[src/rtl/reset_pulse_sequencer.sv]
// Multi-channel edge-to-pulse reset request sequencer: synchronises requests, latches edges as
// pending and serves them one at a time by fixed priority, with an inter-pulse holdoff gap.
module reset_pulse_sequencer #(
    parameter int unsigned             NUM_CH                = 3,
    parameter int unsigned             CNT_W                 = 8,
    parameter logic [NUM_CH*CNT_W-1:0] PULSE_LEN             = {8'd32, 8'd2, 8'd6},
    parameter logic [2*NUM_CH-1:0]     EDGE_TYPE             = {3{2'b01}},
    parameter logic [NUM_CH-1:0]       IGNORE_RST_WHILE_BUSY = 3'b111,
    parameter int unsigned             HOLDOFF               = 4,
    parameter int unsigned             SYNC_STAGES           = 2
) (
    input  logic              clk,
    input  logic              rst_n,
    input  logic [NUM_CH-1:0] signal_in,
    output logic [NUM_CH-1:0] pulse_out,
    output logic              busy,
    output logic [NUM_CH-1:0] pending
);
    localparam int unsigned SYNC_N = (SYNC_STAGES < 2) ? 2 : SYNC_STAGES;
    localparam int unsigned ARM_N  = SYNC_N + 1;
    localparam int unsigned ARM_W  = $clog2(ARM_N + 1);
    localparam int unsigned CH_W   = (NUM_CH > 1) ? $clog2(NUM_CH) : 1;

    typedef enum logic [1:0] {IDLE, PULSE, HOLD} state_t;

    logic [SYNC_N-1:0][NUM_CH-1:0] sync_q;
    logic [NUM_CH-1:0]             hist_q;
    logic [NUM_CH-1:0]             edge_q;
    logic [NUM_CH-1:0]             edge_det;
    logic [ARM_W-1:0]              arm_cnt;
    logic                          armed;

    state_t            state_q, state_d;
    logic [CNT_W-1:0]  cnt_q, cnt_d;
    logic [CH_W-1:0]   ch_q, ch_d;
    logic              skip_hold_q, skip_hold_d;
    logic              grant;
    logic [CH_W-1:0]   grant_ch;
    logic [CNT_W-1:0]  grant_len;
    logic [NUM_CH-1:0] grant_vec;
    logic [CNT_W-1:0]  cnt_dec;
    logic              cnt_last;
    logic              keep_pulse;

    assign armed      = (arm_cnt == ARM_W'(ARM_N));
    assign cnt_last   = (cnt_q <= CNT_W'(1));
    assign cnt_dec    = cnt_last ? '0 : cnt_q - CNT_W'(1);
    assign keep_pulse = (state_q == PULSE) && IGNORE_RST_WHILE_BUSY[ch_q];
    assign grant_vec  = grant ? (NUM_CH'(1) << grant_ch) : '0;

    // Edge qualification: bit 0 of each pair enables rising, bit 1 enables falling
    always_comb begin
        edge_det = '0;
        for (int i = 0; i < int'(NUM_CH); i++) begin
            edge_det[i] = (EDGE_TYPE[2*i]   &  sync_q[SYNC_N-1][i] & ~hist_q[i])
                        | (EDGE_TYPE[2*i+1] & ~sync_q[SYNC_N-1][i] &  hist_q[i]);
        end
    end

    // Synchroniser, history and edge register; arm counter masks edges right after reset
    always_ff @(posedge clk) begin
        if (!rst_n) begin
            sync_q  <= '0;
            hist_q  <= '0;
            edge_q  <= '0;
            arm_cnt <= '0;
        end else begin
            sync_q <= {sync_q[SYNC_N-2:0], signal_in};
            hist_q <= sync_q[SYNC_N-1];
            edge_q <= armed ? edge_det : '0;
            if (!armed) begin
                arm_cnt <= arm_cnt + ARM_W'(1);
            end
        end
    end

    // Lowest pending index wins; a zero length is served as one cycle
    always_comb begin
        grant_ch  = '0;
        grant_len = '0;
        for (int i = int'(NUM_CH) - 1; i >= 0; i--) begin
            if (pending[i]) begin
                grant_ch  = CH_W'(i);
                grant_len = PULSE_LEN[i*CNT_W +: CNT_W];
            end
        end
        if (grant_len == '0) begin
            grant_len = CNT_W'(1);
        end
    end

    always_comb begin
        state_d     = state_q;
        cnt_d       = cnt_q;
        ch_d        = ch_q;
        skip_hold_d = skip_hold_q;
        grant       = 1'b0;
        if (!rst_n) begin
            // Only reached with a protected pulse: finish it, then skip the holdoff
            state_d     = cnt_last ? IDLE : PULSE;
            cnt_d       = cnt_dec;
            skip_hold_d = 1'b1;
        end else begin
            case (state_q)
                IDLE: grant = |pending;
                PULSE: begin
                    if (!cnt_last) begin
                        cnt_d = cnt_dec;
                    end else if (HOLDOFF > 0 && !skip_hold_q) begin
                        state_d = HOLD;
                        cnt_d   = CNT_W'(HOLDOFF);
                    end else begin
                        state_d = IDLE;
                        cnt_d   = '0;
                    end
                end
                HOLD: begin
                    if (!cnt_last) begin
                        cnt_d = cnt_dec;
                    end else begin
                        state_d = IDLE;
                        cnt_d   = '0;
                        grant   = |pending;
                    end
                end
                default: begin
                    state_d = IDLE;
                    cnt_d   = '0;
                end
            endcase
            if (grant) begin
                state_d     = PULSE;
                cnt_d       = grant_len;
                ch_d        = grant_ch;
                skip_hold_d = 1'b0;
            end
        end
    end

    always_ff @(posedge clk) begin
        if (!rst_n && !keep_pulse) begin
            state_q     <= IDLE;
            cnt_q       <= '0;
            ch_q        <= '0;
            skip_hold_q <= 1'b0;
            pulse_out   <= '0;
            busy        <= 1'b0;
        end else begin
            state_q     <= state_d;
            cnt_q       <= cnt_d;
            ch_q        <= ch_d;
            skip_hold_q <= skip_hold_d;
            pulse_out   <= (state_d == PULSE) ? (NUM_CH'(1) << ch_d) : '0;
            busy        <= (state_d != IDLE);
        end
    end

    // An edge on the channel being pulsed (or just granted) is dropped
    always_ff @(posedge clk) begin
        if (!rst_n) begin
            pending <= '0;
        end else begin
            pending <= (pending & ~grant_vec) | (edge_q & ~pulse_out & ~grant_vec);
        end
    end

endmodule
[config.mk]
export PLATFORM = sky130hd
export DESIGN_NAME = reset_pulse_sequencer
export DESIGN_NICKNAME = d
export VERILOG_FILES = /design/src/rtl/reset_pulse_sequencer.sv
export SDC_FILE = /design/constraint.sdc
export NUM_CORES = 1
export LEC_CHECK = 0
export ABC_AREA = 1
export CORE_MARGIN = 2
export CORE_UTILIZATION = 45
export DETAILED_ROUTE_END_ITERATION = 8
export PLACE_DENSITY = 0.66
export SLEW_MARGIN = 25
export SYNTH_ARGS = -nofsm -noshare
export SYNTH_HDL_FRONTEND = slang
export SYNTH_SLANG_ARGS = --single-unit
[constraint.sdc]
create_clock -name clk -period 1.55 [get_ports clk]
set_input_delay 0.465 -clock clk [delete_from_list [all_inputs] [get_ports clk]]
set_output_delay 0.465 -clock clk [all_outputs]
set_load 0.01 [all_outputs]
==> flow_metrics.env <==
export IMPL_antenna_found_initial=0
export IMPL_finClkSkew_ns=0.00503
export IMPL_grt_use_met2=0.266
export IMPL_maxCapViolCount=0
export IMPL_numPortBuffers=11
export IMPL_max_freq_mhz=638
export IMPL_avgSynthCellArea_um2=7.36
export IMPL_rrSetupSlack_ns=-0.02
export IMPL_die_x_um=63.9
export IMPL_multi_input_area_um2=815
export IMPL_worst_pin_slew_ns=0.246
export IMPL_clkLatencyLatePin_ns=0.34
export IMPL_tritoncts="built"
export IMPL_crit_end="pulse_out[0]"
export IMPL_combPwrFrac=0.502
export IMPL_drc_errors=0
export IMPL_violations="negative setup slack"
export IMPL_rsz0062_at_grt="true"
export IMPL_pwr_share_clk=0.202
export IMPL_busiest_layer="met2"
export IMPL_pwr_share_seq=0.296
export IMPL_hold_ws_ns=0.398
export IMPL_grt_max_degree=13
export IMPL_placedCellCount=289
export IMPL_grt_use_met3=0.0511
export IMPL_power_density_nw_per_um2=1920
export IMPL_p_leak_nw=1.10
export IMPL_utilization=0.617
export IMPL_critical_path_required_ns=1.83
export IMPL_synthArstFlopShare=0
export IMPL_run_status="complete, but fails checks"
export IMPL_ys_types=30
export IMPL_max_slew_margin=0.835
export IMPL_ir_drop_v=0.000889
export IMPL_hpwl_mm=2.33
export IMPL_met1_usage=0.213
export IMPL_ys_seq_elements=34
export IMPL_cp_max_fo=3
export IMPL_critPathTopFamily="simple AND/OR/NAND/NOR gates"
export IMPL_drt_iter0_drc=54
export IMPL_cts_root_buf="clkbuf_4"
export IMPL_power_internal_mw=2.42
export IMPL_rows=21
export IMPL_layout_drive_gt1_share=0.274
export IMPL_synth_seq_area_share=0.422
export IMPL_max_stage_delay_ns=0.37
export IMPL_critPathLaunchType="flip-flop"
export IMPL_worst_setup_path_end_kind="flip-flop"
export IMPL_min_path_type="flip-flop to flip-flop"
export IMPL_fin_crit_sh=1.01
export IMPL_postLayoutCellArea_um2=2090
export IMPL_synthCells=219
export IMPL_ff_latch_area_um2=689
export IMPL_dieArea_um2=4080
export IMPL_regToRegEndpoint="pulse_out[0]"
export IMPL_p_switching_mw=1.61
export IMPL_start_util=0.476
export IMPL_syn_area_um2=1610
export IMPL_synthFlopType="dfxtp_1"
export IMPL_ctsLongestPathBuffers=2
export IMPL_synth_edff_count=0
export IMPL_grt_ovfl_total=0
export IMPL_finalSetupTns_ns=-0.0399
export IMPL_slew_violations=0
export IMPL_syn_num_nets=231
export IMPL_p_total_mw=4.02
export IMPL_worstPathCellList="inv_2 > ha_4 > nor2_2 > nor2_4 > nand3_2 > nand2_4 > nand2_4 > nand2_4 > nor2_2 > nor2_4 > nand3_2 > nor2_1"
export IMPL_p_sw_frac=0.400
export IMPL_path_clk_slew_ns=0.11
export IMPL_critPathLaunch="cnt_q[0]"
export IMPL_place_congestion=0.919
export IMPL_setup_ws_ns=-0.0185
export IMPL_htree_levels=2
export IMPL_reg2reg_from="cnt_q[0]"
export IMPL_r2r_cells=12
export IMPL_drt_total_wl_mm=3.11
export IMPL_path_common_cell="nand2_4"
export IMPL_cp_slowest_cell="dfxtp_4"
export IMPL_path_buf_inv=1
export IMPL_via_count=1382
export IMPL_grt_use_total=0.169
export IMPL_place_area_um2=1880
export IMPL_coreArea_um2=3390
export IMPL_grt_pass1_wl_mm=5.36
export IMPL_io_pins=12
export IMPL_drtPass1Iterations=4
export IMPL_wl_per_cell_um=10.4
export IMPL_grt_pass1_vias=1256
export IMPL_final_cells=298
export IMPL_die_h_um=63.9
export IMPL_fillers=303
export IMPL_via_per_inst=4.64
export IMPL_ant_nets=0
export IMPL_diodes=0
export IMPL_fin_crit_ns=1.57
export IMPL_pre_cts_ws_ns=-0.262
export IMPL_final_hold_viol_count=0
export IMPL_final_nets=263
export IMPL_worstPathArrival_ns=1.85
export IMPL_setup_viol=4
export IMPL_path_class="flip-flop to flip-flop"
export IMPL_yosys_warnings=0
export IMPL_cts_buffers=5
export IMPL_cts_sinks=34
export IMPL_cp_depth=12
export IMPL_area_delta_synth_final_pct=29.7
==> power by group through the flow <==
stage	sequential, mW	clock (mW)	combinational, mW
after floorplan	1.18	0	1.31
after global placement	1.18	0	1.89
after detailed placement	1.19	0	1.88
after CTS	1.17	0.838	1.91
after global routing	1.21	0.889	2.29
final	1.19	0.814	2.02
==> state kept, by name (all words and copies together), names as in the netlist <==
signal       flops
state_q          2
ch_q             2
busy             1
skip_hold_q      1
edge_q           3
pulse_out        3
arm_cnt          2
cnt_q            8
hist_q           3
pending          3
sync_q           6
==> Yosys cell counts (4+ instances only) <==
cell	instances	share of area
a21oi_1	8	0.025
dfxtp_1	34	0.42
ha_1	7	0.054
inv_1	43	0.10
inv_2	6	0.014
nand2_1	36	0.084
nand2_2	6	0.023
nand3_1	12	0.037
nand4_1	4	0.016
nor2_1	19	0.044
nor3_1	6	0.019
o21ai_0	13	0.040
==> final cells by class <==
type | count | share of cell area
multi-input cells | 132 | 0.389
flip-flops and latches | 34 | 0.330
repair buffers | 28 | 0.109
inverters | 50 | 0.0933
clock inverters | 3 | 0.0329
well taps | 46 | 0.0275
clock buffers | 5 | 0.0179
==> cells by family after synthesis <==
kind of cell | after synthesis | synth area share
flip-flops | 34 | 0.422
AO/OA/AOI/OAI | 28 | 0.0962
XOR/XNOR | 2 | 0.0109
AND/OR/NAND/NOR | 95 | 0.289
adder cells (fa/ha/maj) | 7 | 0.0543
buffers and inverters | 53 | 0.127
==> how the worst min path moves through the flow <==
stage | depth (start not counted) | startpoint | end
finish | 1 | hist_q[2] | edge_q[2]
CTS | 1 | hist_q[2] | edge_q[2]
global route | 1 | hist_q[2] | edge_q[2]
global placement | 1 | hist_q[1] | edge_q[1]
detailed placement | 1 | hist_q[2] | edge_q[2]
floorplan | 1 | hist_q[0] | edge_q[0]
==> what timing repair did <==
action / CTS / global route
endpoints found under the setup margin: 17 / 15
setup buffers: 1 / 0
gates resized for setup: 18 / 20
hold buffers: 0 / 0
pin swaps: 5 / 12
==> cells in the final DEF, fill, tap and decap left out, drive strengths merged <==
master | Yosys | routed
ha | 7 | 7
dfxtp | 34 | 34
bufinv | 0 | 2
clkbuf | 1 | 5
nand4 | 4 | 4
o21ai | 16 | 16
clkdlybuf4s50 | 0 | 4
nand3 | 15 | 15
nor3 | 6 | 6
dlygate4sd2 | 0 | 7
inv | 49 | 50
nor2 | 25 | 25
a21oi | 9 | 9
nand2 | 43 | 43
clkinv | 1 | 1
o31ai | 1 | 1
buf | 2 | 17
or2 | 1 | 1
nand3b | 1 | 1
a211oi | 1 | 1
xnor2 | 1 | 1
o21a | 1 | 1
xor2 | 1 | 1
==> per-layer routing <==
layer / routed length [um] / part of all wire
met2: 1510 / 0.48
met4: 55 / 0.018
met5: 0 / 0
met3: 97 / 0.031
met1: 1450 / 0.47
Power figures use the tool's default switching activity.
